### config.mk
export PLATFORM = sky130hd
export DESIGN_NAME = branch_update_ctrl_flat
export DESIGN_NICKNAME = d
export VERILOG_FILES = /design/src/rtl/branch_update_ctrl_if.sv /design/src/rtl/branch_update_ctrl.sv /design/src/flat_wrapper.sv
export SDC_FILE = /design/constraint.sdc
export NUM_CORES = 1
export LEC_CHECK = 0
export BUFFER_PORTS_ARGS = -buffer_cell sky130_fd_sc_hd__buf_2
export CORE_MARGIN = 4
export CORE_UTILIZATION = 30
export CTS_CLUSTER_SIZE = 16
export DETAILED_ROUTE_END_ITERATION = 10
export PLACE_DENSITY = 0.47
export SYNTH_ARGS = -nofsm -noshare
export SYNTH_HDL_FRONTEND = slang
export SYNTH_SLANG_ARGS = --single-unit
export TNS_END_PERCENT = 20
### constraint.sdc
create_clock -name clk -period 3.54 [get_ports clk]
set_input_delay 0.177 -clock clk [delete_from_list [all_inputs] [get_ports clk]]
set_output_delay 0.177 -clock clk [all_outputs]
set_load 0.02 [all_outputs]
### src/rtl/branch_update_ctrl_if.sv
// Update bus from the branch-update controller into the PHT/BTB write port.
// The controller is the master; the predictor is the slave and returns upd_ready.
interface branch_update_ctrl_if #(
  parameter int IDX_W = 8
);
  logic             upd_valid;
  logic             upd_ready;
  logic             upd_init;
  logic [IDX_W-1:0] upd_index;
  logic             upd_taken;
  logic             upd_btb_we;
  logic [15:0]      upd_target;

  modport master (
    output upd_valid, upd_init, upd_index, upd_taken, upd_btb_we, upd_target,
    input  upd_ready
  );

  modport slave (
    input  upd_valid, upd_init, upd_index, upd_taken, upd_btb_we, upd_target,
    output upd_ready
  );
endinterface

### src/rtl/branch_update_ctrl.sv
// Sequences PHT/BTB writes: post-reset init sweep, then a small FIFO of resolved
// branch outcomes drained one per cycle, plus registered mispredict/redirect.
module branch_update_ctrl #(
  parameter int DEPTH = 4,
  parameter int IDX_W = 8
) (
  input  logic                     clk,
  input  logic                     rst,
  input  logic                     stall,
  input  logic                     res_valid,
  input  logic [IDX_W-1:0]         res_index,
  input  logic                     res_taken,
  input  logic [15:0]              res_target,
  input  logic [15:0]              res_fallthrough,
  input  logic                     res_pred_taken,
  input  logic [15:0]              res_pred_target,
  branch_update_ctrl_if.master     upd,
  output logic                     mispredict,
  output logic [15:0]              redirect_pc,
  output logic                     pred_stall,
  output logic [$clog2(DEPTH):0]   q_count,
  output logic [15:0]              br_count,
  output logic [15:0]              mp_count
);

  localparam int PTR_W = $clog2(DEPTH);
  localparam logic [PTR_W:0]       FULL_CNT = (PTR_W+1)'(DEPTH);
  localparam logic [IDX_W-1:0]     LAST_IDX = '1;

  localparam logic [0:0] ST_INIT = 1'b0;
  localparam logic [0:0] ST_RUN  = 1'b1;

  function automatic logic [15:0] sat_inc(input logic [15:0] v);
    return (v == 16'hFFFF) ? v : v + 16'd1;
  endfunction

  logic [0:0]       state;
  logic [IDX_W-1:0] init_idx;

  logic [IDX_W-1:0] q_idx [DEPTH];
  logic             q_tkn [DEPTH];
  logic [15:0]      q_tgt [DEPTH];
  logic [PTR_W-1:0] wr_ptr;
  logic [PTR_W-1:0] rd_ptr;
  logic [PTR_W:0]   count;

  logic             full;
  logic             accept_p0;
  logic             pop_p0;
  logic             mp_hit_p0;
  logic [15:0]      mp_pc_p0;
  logic             mp_p1;
  logic [15:0]      redir_p1;

  // Stage p0: accept decision and mispredict classification of the resolving branch
  assign full      = (count == FULL_CNT);
  assign accept_p0 = (state == ST_RUN) & res_valid & ~stall & ~full;
  assign pop_p0    = (state == ST_RUN) & (count != '0) & upd.upd_ready;
  assign mp_hit_p0 = res_taken ? (~res_pred_taken | (res_pred_target != res_target))
                               : res_pred_taken;
  assign mp_pc_p0  = res_taken ? res_target : res_fallthrough;

  always_ff @(posedge clk or posedge rst) begin
    if (rst) begin
      state    <= ST_INIT;
      init_idx <= '0;
    end else if (state == ST_INIT && upd.upd_ready) begin
      init_idx <= init_idx + 1'b1;
      if (init_idx == LAST_IDX) state <= ST_RUN;
    end
  end

  // Enqueue is gated by full alone, so a simultaneous pop never makes room early
  always_ff @(posedge clk or posedge rst) begin
    if (rst) begin
      wr_ptr <= '0;
      rd_ptr <= '0;
      count  <= '0;
    end else begin
      if (accept_p0) wr_ptr <= wr_ptr + 1'b1;
      if (pop_p0)    rd_ptr <= rd_ptr + 1'b1;
      case ({accept_p0, pop_p0})
        2'b10:   count <= count + 1'b1;
        2'b01:   count <= count - 1'b1;
        default: count <= count;
      endcase
    end
  end

  always_ff @(posedge clk) begin
    if (accept_p0) begin
      q_idx[wr_ptr] <= res_index;
      q_tkn[wr_ptr] <= res_taken;
      q_tgt[wr_ptr] <= res_target;
    end
  end

  // Stage p1: registered redirect pulse and statistics
  always_ff @(posedge clk or posedge rst) begin
    if (rst) begin
      mp_p1    <= 1'b0;
      redir_p1 <= '0;
      br_count <= '0;
      mp_count <= '0;
    end else begin
      mp_p1 <= accept_p0 & mp_hit_p0;
      if (accept_p0 & mp_hit_p0) begin
        redir_p1 <= mp_pc_p0;
        mp_count <= sat_inc(mp_count);
      end
      if (accept_p0) br_count <= sat_inc(br_count);
    end
  end

  always_comb begin
    upd.upd_valid  = 1'b1;
    upd.upd_init   = 1'b1;
    upd.upd_index  = init_idx;
    upd.upd_taken  = 1'b0;
    upd.upd_btb_we = 1'b1;
    upd.upd_target = '0;
    if (state == ST_RUN) begin
      upd.upd_valid  = (count != '0);
      upd.upd_init   = 1'b0;
      upd.upd_index  = q_idx[rd_ptr];
      upd.upd_taken  = q_tkn[rd_ptr];
      upd.upd_btb_we = q_tkn[rd_ptr];
      upd.upd_target = q_tgt[rd_ptr];
    end
  end

  assign mispredict  = mp_p1;
  assign redirect_pc = redir_p1;
  assign pred_stall  = (state == ST_INIT) | full;
  assign q_count     = count;

endmodule

### src/flat_wrapper.sv
// flat-port wrapper written by rule: the top's interface ports become plain ports
module branch_update_ctrl_flat 
#(
  parameter int DEPTH = 4,
  parameter int IDX_W = 8
)
  (clk, rst, stall, res_valid, res_index, res_taken, res_target, res_fallthrough, res_pred_taken, res_pred_target, mispredict, redirect_pc, pred_stall, q_count, br_count, mp_count, upd_upd_valid, upd_upd_init, upd_upd_index, upd_upd_taken, upd_upd_btb_we, upd_upd_target, upd_upd_ready);
  branch_update_ctrl_if #(.IDX_W(IDX_W)) upd_i ();
  input  logic clk;
  input  logic rst;
  input  logic stall;
  input  logic res_valid;
  input  logic [IDX_W-1:0] res_index;
  input  logic res_taken;
  input  logic [15:0] res_target;
  input  logic [15:0] res_fallthrough;
  input  logic res_pred_taken;
  input  logic [15:0] res_pred_target;
  output logic mispredict;
  output logic [15:0] redirect_pc;
  output logic pred_stall;
  output logic [$clog2(DEPTH):0] q_count;
  output logic [15:0] br_count;
  output logic [15:0] mp_count;
  output wire logic [$bits(upd_i.upd_valid)-1:0] upd_upd_valid;
  output wire logic [$bits(upd_i.upd_init)-1:0] upd_upd_init;
  output wire logic [$bits(upd_i.upd_index)-1:0] upd_upd_index;
  output wire logic [$bits(upd_i.upd_taken)-1:0] upd_upd_taken;
  output wire logic [$bits(upd_i.upd_btb_we)-1:0] upd_upd_btb_we;
  output wire logic [$bits(upd_i.upd_target)-1:0] upd_upd_target;
  input wire logic [$bits(upd_i.upd_ready)-1:0] upd_upd_ready;
  assign upd_upd_valid = upd_i.upd_valid;
  assign upd_upd_init = upd_i.upd_init;
  assign upd_upd_index = upd_i.upd_index;
  assign upd_upd_taken = upd_i.upd_taken;
  assign upd_upd_btb_we = upd_i.upd_btb_we;
  assign upd_upd_target = upd_i.upd_target;
  assign upd_i.upd_ready = upd_upd_ready;
  branch_update_ctrl #(.DEPTH(DEPTH), .IDX_W(IDX_W)) u_core (.clk(clk), .rst(rst), .stall(stall), .res_valid(res_valid), .res_index(res_index), .res_taken(res_taken), .res_target(res_target), .res_fallthrough(res_fallthrough), .res_pred_taken(res_pred_taken), .res_pred_target(res_pred_target), .upd(upd_i), .mispredict(mispredict), .redirect_pc(redirect_pc), .pred_stall(pred_stall), .q_count(q_count), .br_count(br_count), .mp_count(mp_count));
endmodule
Word level (Yosys, flattened, before mapping)
Memory sizes are Yosys's and may differ from the RTL's.
Index checks and enable logic that the tools add are counted.

storage, ports and cells
  flip-flop bits (word level) = 65
  output and inout port bits = 81
  memory bits (writable) = 100
  memories = 3

memory list
  name          depth  width  rd ports  clocked after Yosys merged registers in  wr ports  RTL line                  RTL
  u_core.q_tgt  4      16     1         0                                        1         branch_update_ctrl.sv:42  logic [15:0] q_tgt [DEPTH];
  u_core.q_idx  4      8      1         0                                        1         branch_update_ctrl.sv:40  logic [IDX_W-1:0] q_idx [DEPTH];
  u_core.q_tkn  4      1      1         0                                        1         branch_update_ctrl.sv:41  logic q_tkn [DEPTH];

cells by class
  multiplexer cells = 11
  bitwise operators = 14
  add/subtract/negate cells = 7
  reductions and logical operators = 6
  equal/unequal tests = 7

operators with widths
  operator               count
  $add 16x1->16 const B  2
  $eq 16x16->1 const B   2
  $mux 16                2
  $ne 16x16->1           1
  $add 8x1->8 const B    1
  $eq 8x8->1 const B     1
  $mux 8                 1
  $mux 1                 7
  $and 1x1->1            6
  $not 1->1              6
  $pmux 3 s2             1
  $reduce_and 2->1       3
  $add 2x1->2 const B    2
  $add 3x1->3 const B    1
  $eq 3x3->1 const B     1
  $reduce_bool 3->1      1
  $sub 3x1->3 const B    1
  $eq 2x1->1 const B     1
  $eq 2x2->1 const B     1
  $or 1x1->1             2
  $reduce_bool 2->1      1
  $logic_and 1x1->1      1

Logic depth before layout (Yosys ltp)
Gate-level depths: netlist (run 1).

  depth in word-level cells = 5
  gate-level depth with buffers = 9
  depth with buffers taken out = 9

Worst setup path before layout (run 1)
Ideal clock, no wire load.

  path kind = register -> register
  start point = reg u_core.count[0], in the netlist u_core.q_count[0]
  end point = reg u_core.count[2], in the netlist u_core.q_count[2]
  required time = 3.459 ns
  slack = 1.455 ns
  period minus slack after synthesis = 2.085 ns
  stages on the path, launching flop included = 10
  data arrival time = 2.005 ns
  library setup time = 0.081 ns
  path through = dfrtp_1 -> nor2_1 -> a21oi_4 -> inv_1 -> ha_1 -> inv_1 -> fa_1 -> xor2_1 -> nor2_1 -> xor2_1

on the way
  word-level cells in the longest chain between the ends = 5
  elaborated cells between the ends (all ways) = 12
  classes of those cells = 2 x add/sub; 3 x eq/ne; 1 x mux; 4 x bitwise; 2 x reduce/logical

ends and longest elaborated chain
  item                                             RTL line                                            RTL
  start, declared                                  branch_update_ctrl.sv:45                            logic [PTR_W:0] count;
  start signal, assigned                           branch_update_ctrl.sv:83                            2'b10: count <= count + 1'b1;
  start signal, assigned                           branch_update_ctrl.sv:84                            2'b01: count <= count - 1'b1;
  start signal, assigned                           branch_update_ctrl.sv:85                            default: count <= count;
  $reduce_bool 3->1 or $eq 3x3->1 (tied branches)  branch_update_ctrl.sv:58, branch_update_ctrl.sv:56
  $and 1x1->1 or $not 1->1 (tied branches)         branch_update_ctrl.sv:58, branch_update_ctrl.sv:57
  $and 1x1->1, on equally long branches            branch_update_ctrl.sv:58, branch_update_ctrl.sv:57
  $eq 2x1->1 or $eq 2x2->1 (tied branches)         branch_update_ctrl.sv:82                            case ({accept_p0, pop_p0})
  $pmux 3 s2 or $reduce_bool 2->1 (tied branches)  -

Parallel ways exist; a longest one is shown, timed or not.
A chain may end at the register's enable or synchronous reset.

Worst setup path after layout (run 1)
  start point = in res_target[6]
  end point = reg u_core.redir_p1[5], in the netlist u_core.redirect_pc[5]

on the way
  word-level cells in the longest chain between the ends = 4

ends and longest elaborated chain
  item                  RTL line                   RTL
  start, declared       flat_wrapper.sv:15         input logic [15:0] res_target;
  $ne 16x16->1          branch_update_ctrl.sv:59   assign mp_hit_p0 = res_taken ? (~res_pred_taken | (res_pred_target != res_target))
  $or 1x1->1            branch_update_ctrl.sv:59
  $mux 1                branch_update_ctrl.sv:59
  $and 1x1->1           branch_update_ctrl.sv:107  if (accept_p0 & mp_hit_p0) begin
  end signal, assigned  branch_update_ctrl.sv:108  redir_p1 <= mp_pc_p0;
  end, declared         branch_update_ctrl.sv:53   logic [15:0] redir_p1;

No other way between the ends.

==> key figures, run 1 <==
Run status
  – Status: finished with violations
  – Failing checks: negative hold slack

Routing
  – Routed WL: 17100 um
  – Metal2 WL: 8390 um
  – Vias: 4330
  – Top routing layer used: met4
  – Vias per cell: 4.56
  – DR iter-0 viols: 154
  – Post-route antenna net violation count: 0
  – Routed len/inst: 18.0 um
  – Metal3 WL: 901 um
  – Drt pass-1 iters: 4
  – DRC violation count after routing: 0
  – Routed length on met1: 7430 um

CTS
  – H-tree depth: 4
  – CTS Buffer Depth: 2
  – Clock slew at reported path FFs: 0.07 ns
  – Clk sinks: 165
  – TritonCTS clock tree: yes
  – Clock Latency Late Sink: 0.42 ns
  – Post-CTS setup buffers: 0
  – Root Driver: clkbuf_16
  – Num CTS Buffers: 17

Power and ir drop
  – Pwr/cell area: 709 nW/um^2
  – Net Switching: 0.00213 W
  – Final Power: 0.00642 W
  – Combinational share of power: 0.305
  – Max IR drop VDD: 0.000308 V
  – Pint: 0.00429 W
  – LEAKAGE: 3.75 nW
  – Net Sw Frac: 0.332
  – Sequential fraction of design power: 0.408
  – Clock network fraction of design power: 0.287

Final layout
  – Highest-count cells in the layout ignoring fill and taps: 143 x buf_2, 100 x edfxtp_1, 64 x dfrtp_1
  – Post-layout net count: 690
  – Layout overhead on the synthesized area: 25.2%
  – Core Util, Final: 0.383
  – Commonest non-fill, non-tap cell in the layout: buf_2
  – Share of layout cells above drive strength 1: 0.415
  – Antenna Cells: 0

Synthesis
  – EDFF count, synth: 100
  – Post-Syn Nets: 523
  – Flops & latches, synth: 165
  – Post-Syn Area per Cell: 16.0 um^2
  – Ys Warns: 0
  – Primary FF master, synth: edfxtp_1
  – Post-synth ARST share: 0.394
  – Synth unique cells: 42
  – Synth Instances: 451
  – Register area share after synthesis: 0.640
  – Syn Std Cell Area: 7230 um^2

Timing
  – Fin crit share: 0.784
  – Peak Freq: 360 MHz
  – Setup_tns: 0 ns
  – Worst slew pin tran: 0.985 ns
  – Slew HR: 0.342
  – Fin Hold WS: -0.0115 ns
  – Setup Viol. Count Final: 0
  – Final period demand of the worst path: 2.77 ns
  – Skew final: 0.0143 ns
  – RSZ-0062 raised after global routing: false
  – Fin. max-slew vios: 0
  – Final Hold Vio Count: 25

Floorplan
  – Initial Util: 0.306
  – Site Rows: 56
  – I/O Pins: 144
  – Chip width: 163 um
  – Die area: 26600 um^2
  – Die height: 163 um
  – Core Footprint: 23600 um^2

Worst setup path
  – CP startpoint kind: primary input
  – CP Capture Type: flop
  – Critical path startpoint: res_target[6]
  – WP data required: 3.85 ns
  – Critical path class: in -> reg
  – Worst-path maximum fanout: 16
  – Reg2reg start: u_core.q_count[0]$_DFFE_PP0P_
  – Worst EP arrival: 3.09 ns

Placement
  – HPWL Detailed: 11900 um
  – IO Port Bufs: 143
  – Placer Congestion: 0.739

Global route
  – Total congestion overflow: 0
  – Tot GR Track Use: 0.133
  – Largest net degree at the start of global routing: 44
  – First-pass GRT wire length: 26700 um
  – Vias in the first global route: 4691
  – Initial antenna violation count: 0

Worst hold path
  – Worst Hold Class: in -> async

Job
  – Number of max-cap violations: 0
cells by family after synthesis:
family          after synthesis  synth area share
xor+xnor                     57            0.0691
fa+ha+maj                     9            0.0166
buf+inv                      24            0.0164
simple gates                116            0.0919
mux                          71             0.154
compound gates                9            0.0116
flops                       165             0.640
layer usage:
metal / track usage / vias up
met5: 0 / -
met4: 0.0522 / 0
met3: 0.0346 / 23
met2: 0.221 / 113
met1: 0.166 / 2177
li1: - / 2017
layout make-up:
class / count / area [um^2]
repair buffers: 163 / 916
clock inverters: 11 / 113
flip-flops and latches: 165 / 4630
well taps: 319 / 399
inverters: 9 / 33.8
multi-input cells: 262 / 2480
clock buffers: 21 / 480
fillers: 2314 / 14600
power groups by stage:
stage                     Combinational, W  Sequential, W  Clock, W
after floorplan                    0.00123        0.00272         0
after global routing               0.00212        0.00268   0.00198
final                              0.00196        0.00262   0.00184
after global placement             0.00198        0.00266         0
after CTS                          0.00201        0.00264   0.00190
after detailed placement           0.00200        0.00267         0
through the flow:
step                      std cells  worst slack [ns]  area, um^2
after global placement          908             0.843        8360
final                           950             0.765        9050
after CTS                       950             0.726        9050
after detailed placement        908             0.792        8360
after global routing            950             0.579        9050
after floorplan                 451              1.45        7230
Yosys cell counts (all sizes together) (3+ instances only):
cell / count / area share
nand2b: 3 / 0.0026
buf: 8 / 0.0081
xor2: 36 / 0.044
and3: 5 / 0.0043
nand4: 12 / 0.010
xnor2: 21 / 0.025
nor3: 6 / 0.0042
nand2: 21 / 0.011
inv: 9 / 0.0047
nor3b: 3 / 0.0038
nor2b: 3 / 0.0026
mux2: 44 / 0.073
dfrtp: 65 / 0.23
and2: 22 / 0.019
edfxtp: 100 / 0.42
clkbuf: 7 / 0.0036
nor2: 12 / 0.0062
nand3: 13 / 0.0090
nor4: 7 / 0.0081
and4: 4 / 0.0048
ha: 8 / 0.014
mux4: 25 / 0.078
worst max-delay path, cell delays in order:
cell,delay [ns]
dlygate4sd3_1,0.52
buf_2,0.15
xor2_1,0.16
nor4_1,0.38
nand3_1,0.20
nor4_4,0.23
buf_4,0.26
nand2b_1,0.29
buf_4,0.32
mux2_2,0.36
flip-flops by register name, indices dropped and copies added, names as in the netlist, 3 cells and up:
| register | cells |
|---|---|
| u_core.q_tgt | 64 |
| u_core.q_idx | 32 |
| u_core.br_count | 16 |
| u_core.mp_count | 16 |
| u_core.redirect_pc | 16 |
| u_core.init_idx | 8 |
| u_core.q_tkn | 4 |
| u_core.q_count | 3 |
path summary, 6_finish.rpt:
kind | cells after the start | endpoint | slack [ns]
max | 10 | u_core.redirect_pc[5]$_DFFE_PP0P_ | 0.77
min | 2 | u_core.br_count[2]$_DFFE_PP0P_ | -0.01
max reg2reg | 9 | u_core.q_count[2]$_DFFE_PP0P_ | 1.30
min reg2reg | 1 | u_core.br_count[4]$_DFFE_PP0P_ | 0.49
max in group asynchronous | 3 | u_core.br_count[6]$_DFFE_PP0P_ | 2.66
min in group clk | 1 | u_core.q_tgt[2][14]$_DFFE_PP_ | 0.02
timing repair:
| action | CTS | global route |
|---|---|---|
| gates resized for setup | 0 | 0 |
| endpoints found under the hold margin | 40 | 0 |
| hold buffers | 10 | 0 |
Note: power is estimated with default switching activity, not from simulation.
==> run 2: changes to the inputs <==
==> constraint.sdc (replaced) <==
create_clock -name clk -period 2.9 [get_ports clk]
set_input_delay 0.145 -clock clk [delete_from_list [all_inputs] [get_ports clk]]
set_output_delay 0.145 -clock clk [all_outputs]
set_load 0.02 [all_outputs]
==> key figures, run 2 (synthesized netlist as in run 1, its figures left out) <==
Run status
  – Status: completed

Timing
  – Worst slew pin tran: 0.766 ns (-0.219 ns)
  – Skew final: 0.00748 ns (-0.00681 ns)
  – Final Hold Vio Count: 0 (-100%)
  – RSZ-0062 raised after global routing: false
  – Setup_tns: 0 ns (unchanged)
  – Final period demand of the worst path: 2.42 ns
  – Slew HR: 0.490 (+0.147)
  – Fin crit share: 0.834
  – Fin. max-slew vios: 0 (unchanged)
  – Peak Freq: 414 MHz
  – Setup Viol. Count Final: 0 (unchanged)

Final layout
  – Commonest non-fill, non-tap cell in the layout: buf_2
  – Share of layout cells above drive strength 1: 0.407 (-0.00809)
  – Antenna Cells: 0 (unchanged)
  – Most flop-heavy register: u_core.q_tgt
  – Max FFs per register: 64 (unchanged)
  – Highest-count cells in the layout ignoring fill and taps: 143 x buf_2, 100 x edfxtp_1, 64 x dfrtp_1
  – Final instance area: 9210 um^2 (+1.7%)
  – Layout overhead on the synthesized area: 27.4%
  – Post-layout net count: 705 (+2.2%)
  – Biggest regs: u_core.q_tgt: 64 flops, u_core.q_idx: 32 flops

Routing
  – DR iter-0 viols: 100 (-35%)
  – Routed length on met1: 7240 um (-2.5%)
  – Routed WL: 17000 um (-0.40%)
  – Metal2 WL: 8420 um (+0.31%)
  – Routed len/inst: 17.6 um (-2.0%)
  – DRC violation count after routing: 0 (unchanged)
  – Vias per cell: 4.55 (about the same)
  – Vias: 4394 (+1.5%)
  – Drt pass-1 iters: 4 (unchanged)
  – Post-route antenna net violation count: 0 (unchanged)
  – Top routing layer used: met5
  – Metal3 WL: 1000 um (+11%)

CTS
  – TritonCTS clock tree: yes
  – Root Driver: clkbuf_16
  – Clock slew at reported path FFs: 0.06 ns (about the same)
  – Post-CTS sizing: 0 (unchanged)
  – H-tree depth: 4 (unchanged)
  – Clk sinks: 165 (unchanged)
  – Post-CTS setup buffers: 0 (unchanged)
  – CTS Buffer Depth: 2 (unchanged)
  – Clock Latency Late Sink: 0.42 ns (about the same)
  – Num CTS Buffers: 17 (unchanged)

Placement
  – Cell Area, Placed: 8410 um^2 (+0.57%)
  – IO Port Bufs: 143 (unchanged)
  – Placer Congestion: 0.773 (+4.7%)
  – HPWL Detailed: 12000 um (+1.4%)

Worst setup path
  – CP Capture Type: primary output
  – Worst EP arrival: 2.27 ns (-0.82 ns)
  – WP data required: 2.76 ns (-1.09 ns)
  – R2R Setup Slk: 0.66 ns (-0.64 ns)
  – Critical path class: reg -> out
  – Worst-path maximum fanout: 18 (+2)
  – CP startpoint kind: flop

Global route
  – Initial antenna violation count: 1 (+1)
  – Vias in the first global route: 4754 (+1.3%)
  – Tot GR Track Use: 0.133 (+0.000461)
  – Largest net degree at the start of global routing: 34 (-23%)
  – First-pass GRT wire length: 26800 um (+0.70%)
  – Total congestion overflow: 0 (unchanged)

Worst hold path
  – Worst Hold Class: in -> reg

Power and ir drop
  – Final Power: 0.00785 W (+22%)
  – Max IR drop VDD: 0.000404 V (+31%)
  – Pwr/cell area: 853 nW/um^2 (+20%)
  – LEAKAGE: 3.81 nW (+1.7%)

Floorplan
  – Chip width: 163 um (unchanged)
  – Initial Util: 0.306 (unchanged)
  – Die height: 163 um (unchanged)
  – Core Footprint: 23600 um^2 (unchanged)
  – I/O Pins: 144 (unchanged)
  – Die area: 26600 um^2 (unchanged)
  – Site Rows: 56 (unchanged)

Job
  – Number of max-cap violations: 0 (unchanged)
run 2: repair_timing:
action	in CTS	in global routing
hold buffers	22	0
hold endpoints to repair	116	0
setup endpoints to repair	0	0
run 2: area by class of cell:
type,instances,area (um^2)
Timing Repair Buffer,178,1080
Clock buffer,17,425
Sequential cell,165,4630
Multi-Input combinational cell,262,2480
Inverter,9,33.8
Clock inverter,15,154
Tap cell,319,399
Fill cell,2235,14400
run 2: routing by layer:
metal	vias up	global-route usage
li1	2045	-
met1	2209	0.164
met2	112	0.224
met3	26	0.0391
met4	2	0.0477
met5	-	0
run 2: path summary, 6_finish.rpt:
path | from | end | depth (start not counted)
worst max-delay path | u_core.rd_ptr[0]$_DFFE_PP0P_ | upd_upd_index[1] | 4
worst min-delay path | res_target[8] | u_core.q_tgt[3][8]$_DFFE_PP_ | 1
min in group asynchronous | rst | u_core.br_count[3]$_DFFE_PP0P_ | 3
max in group asynchronous | rst | u_core.mp_count[8]$_DFFE_PP0P_ | 4
worst max register to register | u_core.q_count[0]$_DFFE_PP0P_ | u_core.q_count[2]$_DFFE_PP0P_ | 9
worst min register to register | u_core.br_count[15]$_DFFE_PP0P_ | u_core.br_count[15]$_DFFE_PP0P_ | 1
run 2: critical path: stages (launching register included):
cell and delay (ns):
dfrtp_2 0.61, buf_12 0.26, mux4_2 0.54, mux2_2 0.28
buf_2 0.16
run 2: through the flow:
step                      std cells  utilization  hold WS [ns]  setup slack [ns]
after CTS                       965        0.390        0.0120             0.385
after global routing            965        0.390        0.0147             0.335
after global placement          911        0.356         0.321             0.710
final                           965        0.390        0.0242             0.482
after floorplan                 451            -         0.244             0.815
after detailed placement        911        0.356         0.331             0.644
run 2: where the power goes:
part	internal (W)	switching, W
Clock	0.00127	0.000929
Combinational	0.00112	0.00139
Sequential	0.00287	0.000273
